[config.mk]
export PLATFORM = sky130hd
export DESIGN_NAME = cpu_trace_buffer
export DESIGN_NICKNAME = d
export VERILOG_FILES = /design/src/rtl/cpu_trace_buffer.sv
export SDC_FILE = /design/constraint.sdc
export NUM_CORES = 1
export LEC_CHECK = 0
export CAP_MARGIN = 10
export CORE_ASPECT_RATIO = 1.75
export CORE_UTILIZATION = 50
export CTS_CLUSTER_DIAMETER = 30
export DETAILED_ROUTE_END_ITERATION = 10
export PLACE_DENSITY = 0.67
export SLEW_MARGIN = 40
export SYNTH_ARGS = -nofsm -noshare
export SYNTH_HDL_FRONTEND = slang
export SYNTH_SLANG_ARGS = --single-unit
export TNS_END_PERCENT = 10
[constraint.sdc]
create_clock -name clk_i -period 11.75 [get_ports clk_i]
set_clock_uncertainty 0.15 [all_clocks]
set_input_delay 1.7625 -clock clk_i [delete_from_list [all_inputs] [get_ports clk_i]]
set_output_delay 1.7625 -clock clk_i [all_outputs]
set_load 0.05 [all_outputs]
[src/rtl/cpu_trace_buffer.sv]
// Trace unit: logs writeback and store events with cycle stamps into a FIFO.
// Optional CPU_TRACE_SKIP_R0_EN suppresses writebacks to register r0.
module cpu_trace_buffer #(
  parameter int DATA_W     = 32,
  parameter int REG_ADDR_W = 5,
  parameter int MEM_ADDR_W = 7,
  parameter int DEPTH      = 16,
  parameter int CYC_W      = 16
) (
  input  logic                  clk_i,
  input  logic                  rst_i,
  input  logic                  trace_en_i,
  input  logic                  clear_i,
  input  logic                  wb_we_i,
  input  logic [REG_ADDR_W-1:0] wb_addr_i,
  input  logic [DATA_W-1:0]     wb_data_i,
  input  logic                  mem_we_i,
  input  logic [MEM_ADDR_W-1:0] mem_addr_i,
  input  logic [DATA_W-1:0]     mem_data_i,
  output logic                  trace_valid_o,
  input  logic                  trace_ready_i,
  output logic [2+CYC_W+REG_ADDR_W+MEM_ADDR_W+2*DATA_W-1:0] trace_data_o,
  output logic [$clog2(DEPTH):0] level_o,
  output logic                  overflow_o,
  output logic [15:0]           drop_cnt_o
);

  localparam int PTR_W   = $clog2(DEPTH);
  localparam int PW      = PTR_W + 1;
  localparam int ENTRY_W = 2 + CYC_W + REG_ADDR_W + MEM_ADDR_W + 2 * DATA_W;

  logic [CYC_W-1:0]   cyc_q;
  logic [PTR_W:0]     wptr_q;
  logic [PTR_W:0]     rptr_q;
  logic [ENTRY_W-1:0] mem_q [DEPTH];
  logic [ENTRY_W-1:0] entry;

  logic wb_hit;
  logic push_req;
  logic full;
  logic empty;
  logic pop;
  logic push;
  logic drop_ev;

`ifdef CPU_TRACE_SKIP_R0_EN
  assign wb_hit = wb_we_i & (wb_addr_i != '0);
`else
  assign wb_hit = wb_we_i;
`endif

  assign push_req = trace_en_i & (wb_hit | mem_we_i);

  // Payload fields of an inactive strobe are masked to zero.
  assign entry = {
    wb_hit,
    mem_we_i,
    cyc_q,
    wb_addr_i  & {REG_ADDR_W{wb_hit}},
    wb_data_i  & {DATA_W{wb_hit}},
    mem_addr_i & {MEM_ADDR_W{mem_we_i}},
    mem_data_i & {DATA_W{mem_we_i}}
  };

  assign empty = (wptr_q == rptr_q);
  assign full  = (wptr_q[PTR_W] != rptr_q[PTR_W]) &&
                 (wptr_q[PTR_W-1:0] == rptr_q[PTR_W-1:0]);

  // A pop frees a slot in the same cycle, so a full FIFO still accepts.
  assign pop     = ~empty & trace_ready_i;
  assign push    = push_req & (~full | pop);
  assign drop_ev = push_req & full & ~pop;

  always_ff @(posedge clk_i or negedge rst_i) begin
    if (!rst_i) begin
      cyc_q      <= '0;
      wptr_q     <= '0;
      rptr_q     <= '0;
      overflow_o <= 1'b0;
      drop_cnt_o <= '0;
    end else begin
      cyc_q <= cyc_q + CYC_W'(1);
      if (clear_i) begin
        wptr_q     <= '0;
        rptr_q     <= '0;
        overflow_o <= 1'b0;
        drop_cnt_o <= '0;
      end else begin
        if (push) wptr_q <= wptr_q + PW'(1);
        if (pop)  rptr_q <= rptr_q + PW'(1);
        if (drop_ev) begin
          overflow_o <= 1'b1;
          if (drop_cnt_o != 16'hFFFF)
            drop_cnt_o <= drop_cnt_o + 16'd1;
        end
      end
    end
  end

  always_ff @(posedge clk_i) begin
    if (push & ~clear_i)
      mem_q[wptr_q[PTR_W-1:0]] <= entry;
  end

  assign trace_valid_o = ~empty;
  assign trace_data_o  = empty ? '0 : mem_q[rptr_q[PTR_W-1:0]];
  assign level_o       = wptr_q - rptr_q;

endmodule

==> results.toml <==
[outcome]
run_status = "finished clean"

[cells_and_area]
layout_cell_share_with_drive_strength_beyond_1_pct = 24.7
final_nets = 3030
finish.cell_count_without_fillers = 4606
syn_to_final_growth_pct = 16.9
final_core_utilization_pct = 59.0
fin_area_um2 = 69700

[power_and_ir_drop]
report.power.total_mw = 13.3
power-per-cell-area_nw_per_um2 = 191
power.static_leakage_nw = 22.9
irDropWorstVdd_mv = 0.165

[worst_setup_path]
timing.critical_path.to_type = "output pin"
slowest_delay_ns = 0.91
required_time_of_the_critical_path_ns = 9.84
worst_setup_path_start_kind = "flip-flop"
cp_max_fo = 50
timing.reg2reg.setup_slack_ns = 6.82
crit-reg2reg-capture = "mem_q[15][68]"
launch_point_of_the_worst_reg_to_reg_path = "rptr_q[3]"
worst-r2r-cell-count = 9
crit_slowest_cell = "clkdlybuf4s50_1"
timing.critical_path.mode_cell = "buf_6"
worstPathArrival_ns = 5.36
worstPathCellList = "buf_6 > buf_6 > buf_6 > mux4_2 > mux2i_1 > o22ai_1 > clkdlybuf4s50_1"
worstSetupPathType = "flip-flop to output pin"

[hold_path]
hp-start = "overflow_o"
hold_worst_path_end = "overflow_o"
min_path_type = "flip-flop to flip-flop"
whs_path_depth = 2

[yosys]
synth_flop_cell = "edfxtp_1"
post_synth_and_or_nand_nor_area_fraction_pct = 1.87
synth-compound-area-share_pct = 1.44
post_synth.cell_area_avg_um2 = 22.6
number_of_flops_mapped_to_enable_cells_by_yosys = 1504
post_synth_mux_area_share_pct = 17.5
ys_types = 45
warning_count_from_the_yosys_run = 0
synth.yosys.seq_area_share_pct = 77.5
synth_async_sr_flop_share_pct = 2.78
post_synth_xor_area_fraction_pct = 0.367
yosys.area_share.adder_pct = 0.264
netlist_instances = 2638
main_combinational_cell_family_by_area_after_synthesis = "multiplexers"
syn-cell-area_um2 = 59600
syn-num-nets = 2733
postSynthRegisterBits = 1547

[floorplanning]
placeableCoreArea_um2 = 118000
die_width_um = 263
die_boundary_height_um = 459
initial_cell_density_of_the_core_pct = 50.4
full_die_area_um2 = 121000
rows = 167
i_o_pin_total = 200

[timing]
fin_setup_tns_ns = 0
setup-violations-final = 0
final-hold-violation-count = 0
rsz0062_at_grt = "false"
holdWs_ns = 0.366
finalWorstPathRequiredPeriod_ns = 7.27
worst-slew-pin-transition_ns = 0.886
final.period_utilization_pct = 61.9
timing.final.ws_setup_ns = 4.48
timing.fmax_ghz = 0.137
final_max_slew_viol_count = 0
slew_headroom_pct = 40.9

[clock_tree]
setup_fix_bufs_post_cts = 0
clock_sinks = 1547
clkSlewWorstSetupHoldPaths_ns = 0.06
cts_htree_levels = 4
cts_buffers = 173
clock_tree.root_cell = "clkbuf_16"
post_cts_hold_buffer_count = 0
tritoncts = "yes"
clock_insertion_delay_worst_skew_ns = 0.79
deepest_clock_path_buffer_count = 3
cts_repair_resize_count = 0

[place]
dp.final_hpwl_um = 68800
placed_area_um2 = 63800
instance_count_after_placement_with_tap_cells_included = 4280
gp_routability_congestion = 0.738
place_worst_setup_slack_ns = 5.13
port_buffers = 199

[global_routing]
first_global_vias = 30499
grt_first_pass_wirelength_um = 201000
antenna_violations_before_repair = 6
globalRouteOverflowTotal = 0
grt_use_total_pct = 23.1
pin_count_of_the_biggest_net_entering_global_routing = 95

[routing]
route.final.wire_length_um = 136000
route.top_layer_used = "met5"
routed_via_density = 6.14
wl_met3_um = 8680
drcViolationCount = 0
avgRoutedWirePerCell_um = 29.6
drtAntennaViolNets = 0
routed_met1_length_um = 54800
drt_iter0_markers = 2600
routed-wl-met2_um = 70300
pre_antenna_drt_iters = 5
dr_total_vias = 28282

[flow_run]
max_cap_viol_count = 0
-- worst max-delay path: cells and delay by family (launching register included) --
kind | cells | cell delay, ns
compound gates | 1 | 0.46
buf+inv | 4 | 2.80
mux | 2 | 0.43
flops | 1 | 0.74
-- cells in the mapped netlist (all sizes together), types with 2 or more instances --
| library cell | n | area share [%] |
|---|---|---|
| o22ai | 94 | 0.99 |
| nand4 | 7 | 0.084 |
| inv | 15 | 0.094 |
| or2 | 2 | 0.021 |
| dfrtp | 43 | 1.8 |
| and2 | 90 | 0.94 |
| mux2 | 5 | 0.094 |
| a21oi | 15 | 0.13 |
| or4 | 9 | 0.12 |
| o211ai | 2 | 0.025 |
| or3 | 6 | 0.063 |
| nand2 | 16 | 0.10 |
| nor2 | 19 | 0.12 |
| xor2 | 6 | 0.088 |
| o21ai | 7 | 0.059 |
| and3 | 4 | 0.042 |
| nor2b | 5 | 0.052 |
| nor4 | 7 | 0.073 |
| o2111ai | 2 | 0.029 |
| a21o | 2 | 0.025 |
| ha | 11 | 0.23 |
| mux2i | 189 | 3.2 |
| o31ai | 9 | 0.12 |
| o311ai | 3 | 0.044 |
| clkbuf | 77 | 0.48 |
| mux4 | 376 | 14 |
| edfxtp | 1504 | 76 |
| nand3 | 17 | 0.14 |
| xnor2 | 19 | 0.28 |
| nor3 | 6 | 0.050 |
| nand3b | 2 | 0.025 |
| buf | 64 | 0.50 |
-- metal layers --
metal | global-route usage [%] | vias up
li1 | - | 11773
met1 | 30.6 | 15348
met2 | 39.5 | 956
met3 | 4.04 | 201
met4 | 6.36 | 4
met5 | 0 | -
-- state kept, by name (all words and copies together), names as in the netlist --
name        flops
rptr_q          5
drop_cnt_o     16
overflow_o      1
mem_q        1504
wptr_q          5
cyc_q          16
-- logic make-up (layout without fill, tap and decap cells) --
family	count (synthesis)	count (layout)
buffers and inverters	156	602
other	0	1
adder cells (fa/ha/maj)	12	12
XOR/XNOR	25	25
flip-flops	1547	1547
AND/OR/NAND/NOR	192	192
multiplexers	570	570
AO/OA/AOI/OAI	136	136
-- report_power, final --
group / total (mW) / internal, mW / switching (mW)
Combinational: 1.81 / 0.742 / 1.06
Clock: 5.41 / 3.14 / 2.27
Sequential: 6.09 / 6.07 / 0.0244
Total: 13.3 / 9.95 / 3.36
-- final cells by class --
| type | count | area (um^2) |
|---|---|---|
| multi-input cells | 935 | 12900 |
| diodes | 1 | 2.50 |
| flip-flops and latches | 1547 | 46200 |
| clock inverters | 136 | 1410 |
| inverters | 15 | 63.8 |
| clock buffers | 188 | 4460 |
| well taps | 1521 | 1900 |
| fillers | 8297 | 48500 |
| repair buffers | 263 | 2790 |
-- worst max-delay path by stage --
stage | start | endpoint | slack (ns) | cells after the start
2_1_floorplan | trace_ready_i | mem_q[1][0] | 2.25 | 3
3_3_place_gp | rptr_q[0] | trace_data_o[78] | 4.03 | 7
3_5_place_dp | rptr_q[0] | trace_data_o[78] | 5.13 | 7
4_1_cts | rptr_q[0] | trace_data_o[78] | 4.27 | 7
5_1_grt | rptr_q[0] | trace_data_o[78] | 3.97 | 7
6_report | rptr_q[0] | trace_data_o[79] | 4.48 | 7
-- cell usage in the layout (no fill, tap or decap), types with 26 or more instances in the layout --
cell type        instances
clkdlybuf4s50_1        196
edfxtp_1              1504
o22ai_1                 94
dfrtp_1                 41
inv_6                   30
clkbuf_16              176
mux2i_1                189
buf_4                   26
and2_1                  77
mux4_2                 376
Power figures use the tool's default switching activity.
